==> src/rtl/uart_pkg.sv <==
// Shared definitions for the buffered UART echo path.
// Holds the run-time mode codes, the echo FSM state encoding and the helper
// that sizes occupancy counters so that a completely full FIFO is
// representable.
package uart_pkg;

    localparam logic [1:0] UART_MODE_ECHO    = 2'd0;
    localparam logic [1:0] UART_MODE_HOLD    = 2'd1;
    localparam logic [1:0] UART_MODE_DISCARD = 2'd2;

    localparam logic [1:0] UART_ST_IDLE      = 2'd0;
    localparam logic [1:0] UART_ST_LAUNCH    = 2'd1;
    localparam logic [1:0] UART_ST_WAIT_BUSY = 2'd2;
    localparam logic [1:0] UART_ST_WAIT_DONE = 2'd3;

    typedef enum logic [1:0] {
        IDLE      = UART_ST_IDLE,
        LAUNCH    = UART_ST_LAUNCH,
        WAIT_BUSY = UART_ST_WAIT_BUSY,
        WAIT_DONE = UART_ST_WAIT_DONE
    } uart_echo_state_e;

    // One extra bit so that count == depth fits.
    function automatic int uart_count_width(input int depth);
        return $clog2(depth) + 1;
    endfunction

endpackage

==> src/rtl/uart_sync_fifo.sv <==
// Synchronous FIFO used as the echo queue.
// Ports:
//   clk, reset      system clock, asynchronous active-high reset
//   push, wdata     write request and word; ignored when full unless a pop
//                   happens in the same cycle
//   pop, rdata      read request; rdata always shows the head word
//   flush           empties the FIFO; wins over push and pop
//   count           occupancy, 0..FIFO_DEPTH
//   full, empty     occupancy status
module uart_sync_fifo
    import uart_pkg::*;
#(
    parameter int DATA_BITS  = 8,
    parameter int FIFO_DEPTH = 16
) (
    input  logic                                      clk,
    input  logic                                      reset,
    input  logic                                      push,
    input  logic                                      pop,
    input  logic                                      flush,
    input  logic [DATA_BITS-1:0]                      wdata,
    output logic [DATA_BITS-1:0]                      rdata,
    output logic [uart_count_width(FIFO_DEPTH)-1:0]   count,
    output logic                                      full,
    output logic                                      empty
);

    localparam int AW = $clog2(FIFO_DEPTH);
    localparam int CW = uart_count_width(FIFO_DEPTH);

    logic [DATA_BITS-1:0] mem [FIFO_DEPTH];
    logic [AW-1:0]        wr_ptr;
    logic [AW-1:0]        rd_ptr;
    logic                 do_push;
    logic                 do_pop;

    assign full    = (count == CW'(FIFO_DEPTH));
    assign empty   = (count == '0);
    assign do_pop  = pop & ~empty & ~flush;
    // When full, a same-cycle pop frees the head slot, which is exactly the
    // slot wr_ptr points at; the head is read before the write lands.
    assign do_push = push & (~full | do_pop) & ~flush;
    assign rdata   = mem[rd_ptr];

    always_ff @(posedge clk or posedge reset) begin
        if (reset) begin
            wr_ptr <= '0;
            rd_ptr <= '0;
            count  <= '0;
        end else if (flush) begin
            wr_ptr <= '0;
            rd_ptr <= '0;
            count  <= '0;
        end else begin
            if (do_push) wr_ptr <= wr_ptr + AW'(1);
            if (do_pop)  rd_ptr <= rd_ptr + AW'(1);
            case ({do_push, do_pop})
                2'b10:   count <= count + CW'(1);
                2'b01:   count <= count - CW'(1);
                default: count <= count;
            endcase
        end
    end

    always_ff @(posedge clk) begin
        if (do_push) mem[wr_ptr] <= wdata;
    end

endmodule

==> src/rtl/uart_echo_buffer.sv <==
// Buffered echo between a uart_rx and a uart_tx instance.
// Received words are queued and drained to the transmitter by a busy-aware
// handshake FSM, under run-time control of the mode input.
// Ports:
//   clk, reset                  system clock, asynchronous active-high reset
//   mode                        0 echo, 1 hold, 2 discard, 3 acts as hold
//   clear_flags                 pulse clearing overflow and timeout_err
//   uart_rx_valid/data/break    receiver strobe, word and BREAK indication
//   uart_tx_busy                transmitter busy
//   uart_tx_en, uart_tx_data    launch strobe and word held for the transfer
//   fifo_count                  queue occupancy
//   overflow, timeout_err       sticky error flags
//
// state     | meaning
// IDLE      | waiting for echo mode, a queued word and an idle transmitter
// LAUNCH    | uart_tx_en asserted for this single cycle
// WAIT_BUSY | waiting for the transmitter to acknowledge with busy
// WAIT_DONE | transmitter busy; waiting for it to finish
module uart_echo_buffer
    import uart_pkg::*;
#(
    parameter int DATA_BITS     = 8,
    parameter int FIFO_DEPTH    = 16,
    parameter int START_TIMEOUT = 64
) (
    input  logic                                      clk,
    input  logic                                      reset,
    input  logic [1:0]                                mode,
    input  logic                                      clear_flags,
    input  logic                                      uart_rx_valid,
    input  logic [DATA_BITS-1:0]                      uart_rx_data,
    input  logic                                      uart_rx_break,
    input  logic                                      uart_tx_busy,
    output logic                                      uart_tx_en,
    output logic [DATA_BITS-1:0]                      uart_tx_data,
    output logic [uart_count_width(FIFO_DEPTH)-1:0]   fifo_count,
    output logic                                      overflow,
    output logic                                      timeout_err
);

    localparam int TW = $clog2(START_TIMEOUT);

    uart_echo_state_e     state_q;
    uart_echo_state_e     state_d;
    logic [TW-1:0]        cnt_q;
    logic                 cnt_clr;
    logic                 cnt_inc;
    logic                 timeout_set;
    logic                 fifo_pop;
    logic                 push_req;
    logic                 overflow_set;
    logic                 fifo_full;
    logic                 fifo_empty;
    logic [DATA_BITS-1:0] fifo_rdata;

    assign push_req     = uart_rx_valid & (mode != UART_MODE_DISCARD) & ~uart_rx_break;
    assign overflow_set = push_req & fifo_full & ~fifo_pop;

    uart_sync_fifo #(
        .DATA_BITS  (DATA_BITS),
        .FIFO_DEPTH (FIFO_DEPTH)
    ) u_fifo (
        .clk   (clk),
        .reset (reset),
        .push  (push_req),
        .pop   (fifo_pop),
        .flush (uart_rx_break),
        .wdata (uart_rx_data),
        .rdata (fifo_rdata),
        .count (fifo_count),
        .full  (fifo_full),
        .empty (fifo_empty)
    );

    always_ff @(posedge clk or posedge reset) begin
        if (reset) state_q <= IDLE;
        else       state_q <= state_d;
    end

    always_comb begin
        state_d     = state_q;
        uart_tx_en  = 1'b0;
        fifo_pop    = 1'b0;
        cnt_clr     = 1'b0;
        cnt_inc     = 1'b0;
        timeout_set = 1'b0;
        case (state_q)
            IDLE: begin
                // Break blocks the pop so the flush wins cleanly.
                if (mode == UART_MODE_ECHO && !fifo_empty && !uart_tx_busy && !uart_rx_break) begin
                    fifo_pop = 1'b1;
                    state_d  = LAUNCH;
                end
            end
            LAUNCH: begin
                uart_tx_en = 1'b1;
                cnt_clr    = 1'b1;
                state_d    = WAIT_BUSY;
            end
            WAIT_BUSY: begin
                if (uart_tx_busy) begin
                    state_d = WAIT_DONE;
                end else if (cnt_q == TW'(START_TIMEOUT - 2)) begin
                    // The increment in this cycle is the one that would reach
                    // START_TIMEOUT-1, so give up here.
                    timeout_set = 1'b1;
                    state_d     = IDLE;
                end else begin
                    cnt_inc = 1'b1;
                end
            end
            WAIT_DONE: begin
                if (!uart_tx_busy) state_d = IDLE;
            end
            default: state_d = IDLE;
        endcase
    end

    always_ff @(posedge clk or posedge reset) begin
        if (reset) begin
            cnt_q        <= '0;
            uart_tx_data <= '0;
        end else begin
            if (cnt_clr)      cnt_q <= '0;
            else if (cnt_inc) cnt_q <= cnt_q + TW'(1);
            if (fifo_pop) uart_tx_data <= fifo_rdata;
        end
    end

    // Set beats clear when both happen in the same cycle.
    always_ff @(posedge clk or posedge reset) begin
        if (reset) begin
            overflow    <= 1'b0;
            timeout_err <= 1'b0;
        end else begin
            if (overflow_set)     overflow <= 1'b1;
            else if (clear_flags) overflow <= 1'b0;
            if (timeout_set)      timeout_err <= 1'b1;
            else if (clear_flags) timeout_err <= 1'b0;
        end
    end

endmodule

==> config.mk <==
export PLATFORM = sky130hd
export DESIGN_NAME = uart_echo_buffer
export DESIGN_NICKNAME = d
export VERILOG_FILES = /design/src/rtl/uart_pkg.sv /design/src/rtl/uart_sync_fifo.sv /design/src/rtl/uart_echo_buffer.sv
export SDC_FILE = /design/constraint.sdc
export NUM_CORES = 1
export LEC_CHECK = 0
export CAP_MARGIN = 10
export CELL_PAD_IN_SITES_DETAIL_PLACEMENT = 0
export CELL_PAD_IN_SITES_GLOBAL_PLACEMENT = 1
export CORE_MARGIN = 3
export CORE_UTILIZATION = 51
export CTS_CLUSTER_SIZE = 10
export DETAILED_ROUTE_END_ITERATION = 7
export HOLD_SLACK_MARGIN = 0.06
export PLACE_DENSITY_LB_ADDON = 0.2
export SETUP_SLACK_MARGIN = 0.02
export SKIP_CTS_REPAIR_TIMING = 1
export SLEW_MARGIN = 25
export SYNTH_ARGS = -nofsm -noshare
export SYNTH_HDL_FRONTEND = slang
export SYNTH_SLANG_ARGS = --single-unit
export TNS_END_PERCENT = 1
==> constraint.sdc <==
create_clock -name clk -period 3.79 [get_ports clk]
set_clock_uncertainty 0.15 [all_clocks]
set_input_delay 0.379 -clock clk [delete_from_list [all_inputs] [get_ports clk]]
set_output_delay 0.379 -clock clk [all_outputs]
set_load 0.005 [all_outputs]
==> flow_summary.yaml <==
clocking:
  clk_path_buf_depth: 2
  numCtsBuffers: 17
  h-tree-depth: 4
  numClockSinks: 159
  path_clk_slew_ns: 0.06
  worstSkewPairLatency_ns: 0.42
  cts_tree: "yes"
  clockRootBuffer: "clkbuf_16"
final_layout:
  finalNonFillerCells: 619
  multi_input_area_sq_um: 1910
  n_antenna_cell: 0
  nFillCells: 995
  seq_area_sq_um: 4620
  nNetsFinal: 461
  areaGrowthSynthToFinish_pct: 15.4
  layout-drive-gt1-share_pct: 18.8
synthesis:
  syn_inst: 395
  yosysWarnings: 0
  synth_area_sq_um: 6680
  synth_fp_nets: 422
  synth_top_family_by_area: "multiplexers"
  synth-simple-area-share_pct: 7.08
  synth_xor_area_share_pct: 1.05
  synthMuxAreaShare_pct: 13.9
  synth_cell_types: 48
  yosys_register_bits: 159
  synth_adder_area_share_pct: 2.17
  synth_area_per_cell_sq_um: 16.9
  synth_compound_area_share_pct: 4.40
  yosysSeqAreaShare_pct: 69.1
sta:
  rsz0062_at_grt: "false"
  tns_ns: 0
  finalCritPeriodShare_pct: 79.9
  min_period_ns: 3.03
  maxSlewHeadroom_pct: 29.7
  finalHoldViolations: 0
  setup_violations: 0
  maxSlewViolCount: 0
  worst_pin_slew_ns: 1.06
  clock.fmax_mhz: 330
critical_path:
  crit_fanout: 9
  slowest_delay_ns: 0.58
  crit_type: "in -> reg"
  reg2reg_to: "u_fifo.count[4]"
  ff2ff_setup_slack_ns: 0.79
  cp-end-kind: "register"
  crit_arrival_ns: 3.19
  worstRegToRegCells: 10
  required_ns: 3.95
  slowest_stage: "clkdlybuf4s50_1"
  r2r_start: "u_fifo.count[1]"
  critPathLaunchType: "primary input"
  worstPathCellList: "clkdlybuf4s50_1, nor4_2, o211a_4, nand2_1, fa_1, nand2b_1, o2bb2ai_1, or3_1, a32oi_1, a21oi_1"
job:
  cap_violations: 0
drt:
  vias: 3453
  drt_iter0_markers: 188
  viasPerCell: 5.58
  post_drt_wl_per_cell_um: 20.2
  drc: 0
  first_pass_iters: 4
  drt-total-wl_mm: 12.5
  ant_nets: 0
min_path:
  hold_class: "in -> async"
placement:
  port_buffers: 31
  dp_hpwl_mm: 7.80
  post-place-cells: 587
  gp_congestion: 0.777
floorplan:
  core.rowCount: 41
  io_pins: 32
  dieArea_sq_um: 14500
  die_w_um: 120
  start_util_pct: 52.5
  core_area_sq_um: 12700
  die_y_um: 120
global_route:
  grt_pass1_vias: 3528
  grt.total_usage_pct: 19.2
  grt_pass1_wl_mm: 20.2
  antenna_found_initial: 0
  grt_max_degree: 24
  overflow: 0
power_and_ir_drop:
  powerDensity_nw_per_um2: 496
  total_leakage_power_nw: 2.66
  ir_drop_uv: 371
run_status:
  outcome: "complete, no violations"
-- sequential cells by signal, summed over array words and instances (netlist names) --
| name | flops |
|---|---|
| cnt_q | 6 |
| overflow | 1 |
| state_q | 2 |
| timeout_err | 1 |
| u_fifo.count | 5 |
| u_fifo.mem | 128 |
| u_fifo.rd_ptr | 4 |
| u_fifo.wr_ptr | 4 |
| uart_tx_data | 8 |
-- layer usage --
metal  GRT usage, %  part of all wire, %  vias up  wire, um
met2           29.0                   48       65      5980
met5              0                    0        -         0
met3           4.91                  5.5       15       691
met1           27.7                   46     1758      5690
li1               -                    -     1615         -
met4           6.59                  1.1        0       138
-- layout make-up --
type	instances	area share, %
well taps	172	2.79
repair buffers	41	5.00
multi-input cells	203	24.8
clock inverters	3	0.519
flip-flops and latches	159	59.9
inverters	12	0.584
clock buffers	29	6.36
-- where the power goes --
group          leakage [nW]  internal (W)  switching [W]
combinational         0.829      0.000134       0.000134
sequential             1.57       0.00195      0.0000525
clock                 0.258      0.000936       0.000615
-- critical path: cells and delay by family --
family                     cells  cell delay, ns
AOI/OAI and AO/OA              4            0.75
adders and majority gates      1            0.42
buffers and inverters          1            0.58
and+or+nand+nor                4            1.05
-- synthesized netlist by cell type (all sizes together) --
library cell	count	area, sq um
o211a	1	17.5
nor4	2	18.8
or4	1	11.3
xor2	3	26.3
edfxtp	128	3840
nor3b	1	12.5
nor2b	4	27.5
o2bb2ai	1	8.76
a22o	1	17.5
or3	3	18.8
a211oi	1	12.5
nand2b	4	25.0
dlygate4sd1	1	8.76
a31o	1	8.76
ha	10	125
nand2	27	101
xnor2	5	43.8
a31oi	2	18.8
a21oi	5	25.0
or3b	1	8.76
mux2i	12	120
and4	4	35.0
mux4	32	721
o21ai	23	115
mux2	8	90.1
and2	6	37.5
nand3	10	50.1
o31ai	2	15.0
clkbuf	9	35.0
o211ai	1	7.51
dfrtp	31	776
fa	1	20.0
inv	12	45.0
a2111oi	1	8.76
nor3	2	10.0
nand4	3	18.8
and3	9	56.3
a21o	3	23.8
o22ai	1	6.26
buf	11	60.1
nor2	11	41.3
a32oi	1	8.76
-- kinds of logic after synthesis --
logic type,count (synthesis)
simple gates,88
mux,52
fa+ha+maj,11
compound gates,44
buf+inv,33
flops,159
xor+xnor,8
-- worst max-delay path by stage --
stage               startpoint  slack [ns]         endpoint
5_1_grt          uart_rx_break        0.62  u_fifo.count[4]
3_3_place_gp     uart_rx_break        0.47  u_fifo.count[4]
2_1_floorplan  u_fifo.count[1]         1.0  u_fifo.count[4]
4_1_cts          uart_rx_break        0.80  u_fifo.count[4]
3_5_place_dp     uart_rx_break        0.36  u_fifo.count[4]
6_report         uart_rx_break        0.76  u_fifo.count[4]
-- placed cells by master (no fill, tap or decap), types with 11 or more instances in the layout --
master           netlist  layout
nor2_1                11      11
dfrtp_1               31      30
mux2i_1               12      12
clkbuf_16              0      17
mux4_2                32      32
clkdlybuf4s50_1        0      31
edfxtp_1             128     128
inv_1                 12      11
nand2_1               27      27
o21ai_0               23      23
-- through the flow --
step	hold WS, ns	cell area, sq um	worst slack (ns)	power (W)	util, %
final	0.180	7710	0.762	0.00382	60.6
after global placement	0.301	7180	0.465	0.00230	56.4
after detailed placement	0.310	7180	0.358	0.00231	56.4
after floorplan	0.313	6680	0.995	0.00217	-
after CTS	0.323	7710	0.797	0.00384	60.6
after global routing	0.203	7710	0.624	0.00398	60.6
Note: power is estimated with default switching activity, not from simulation.
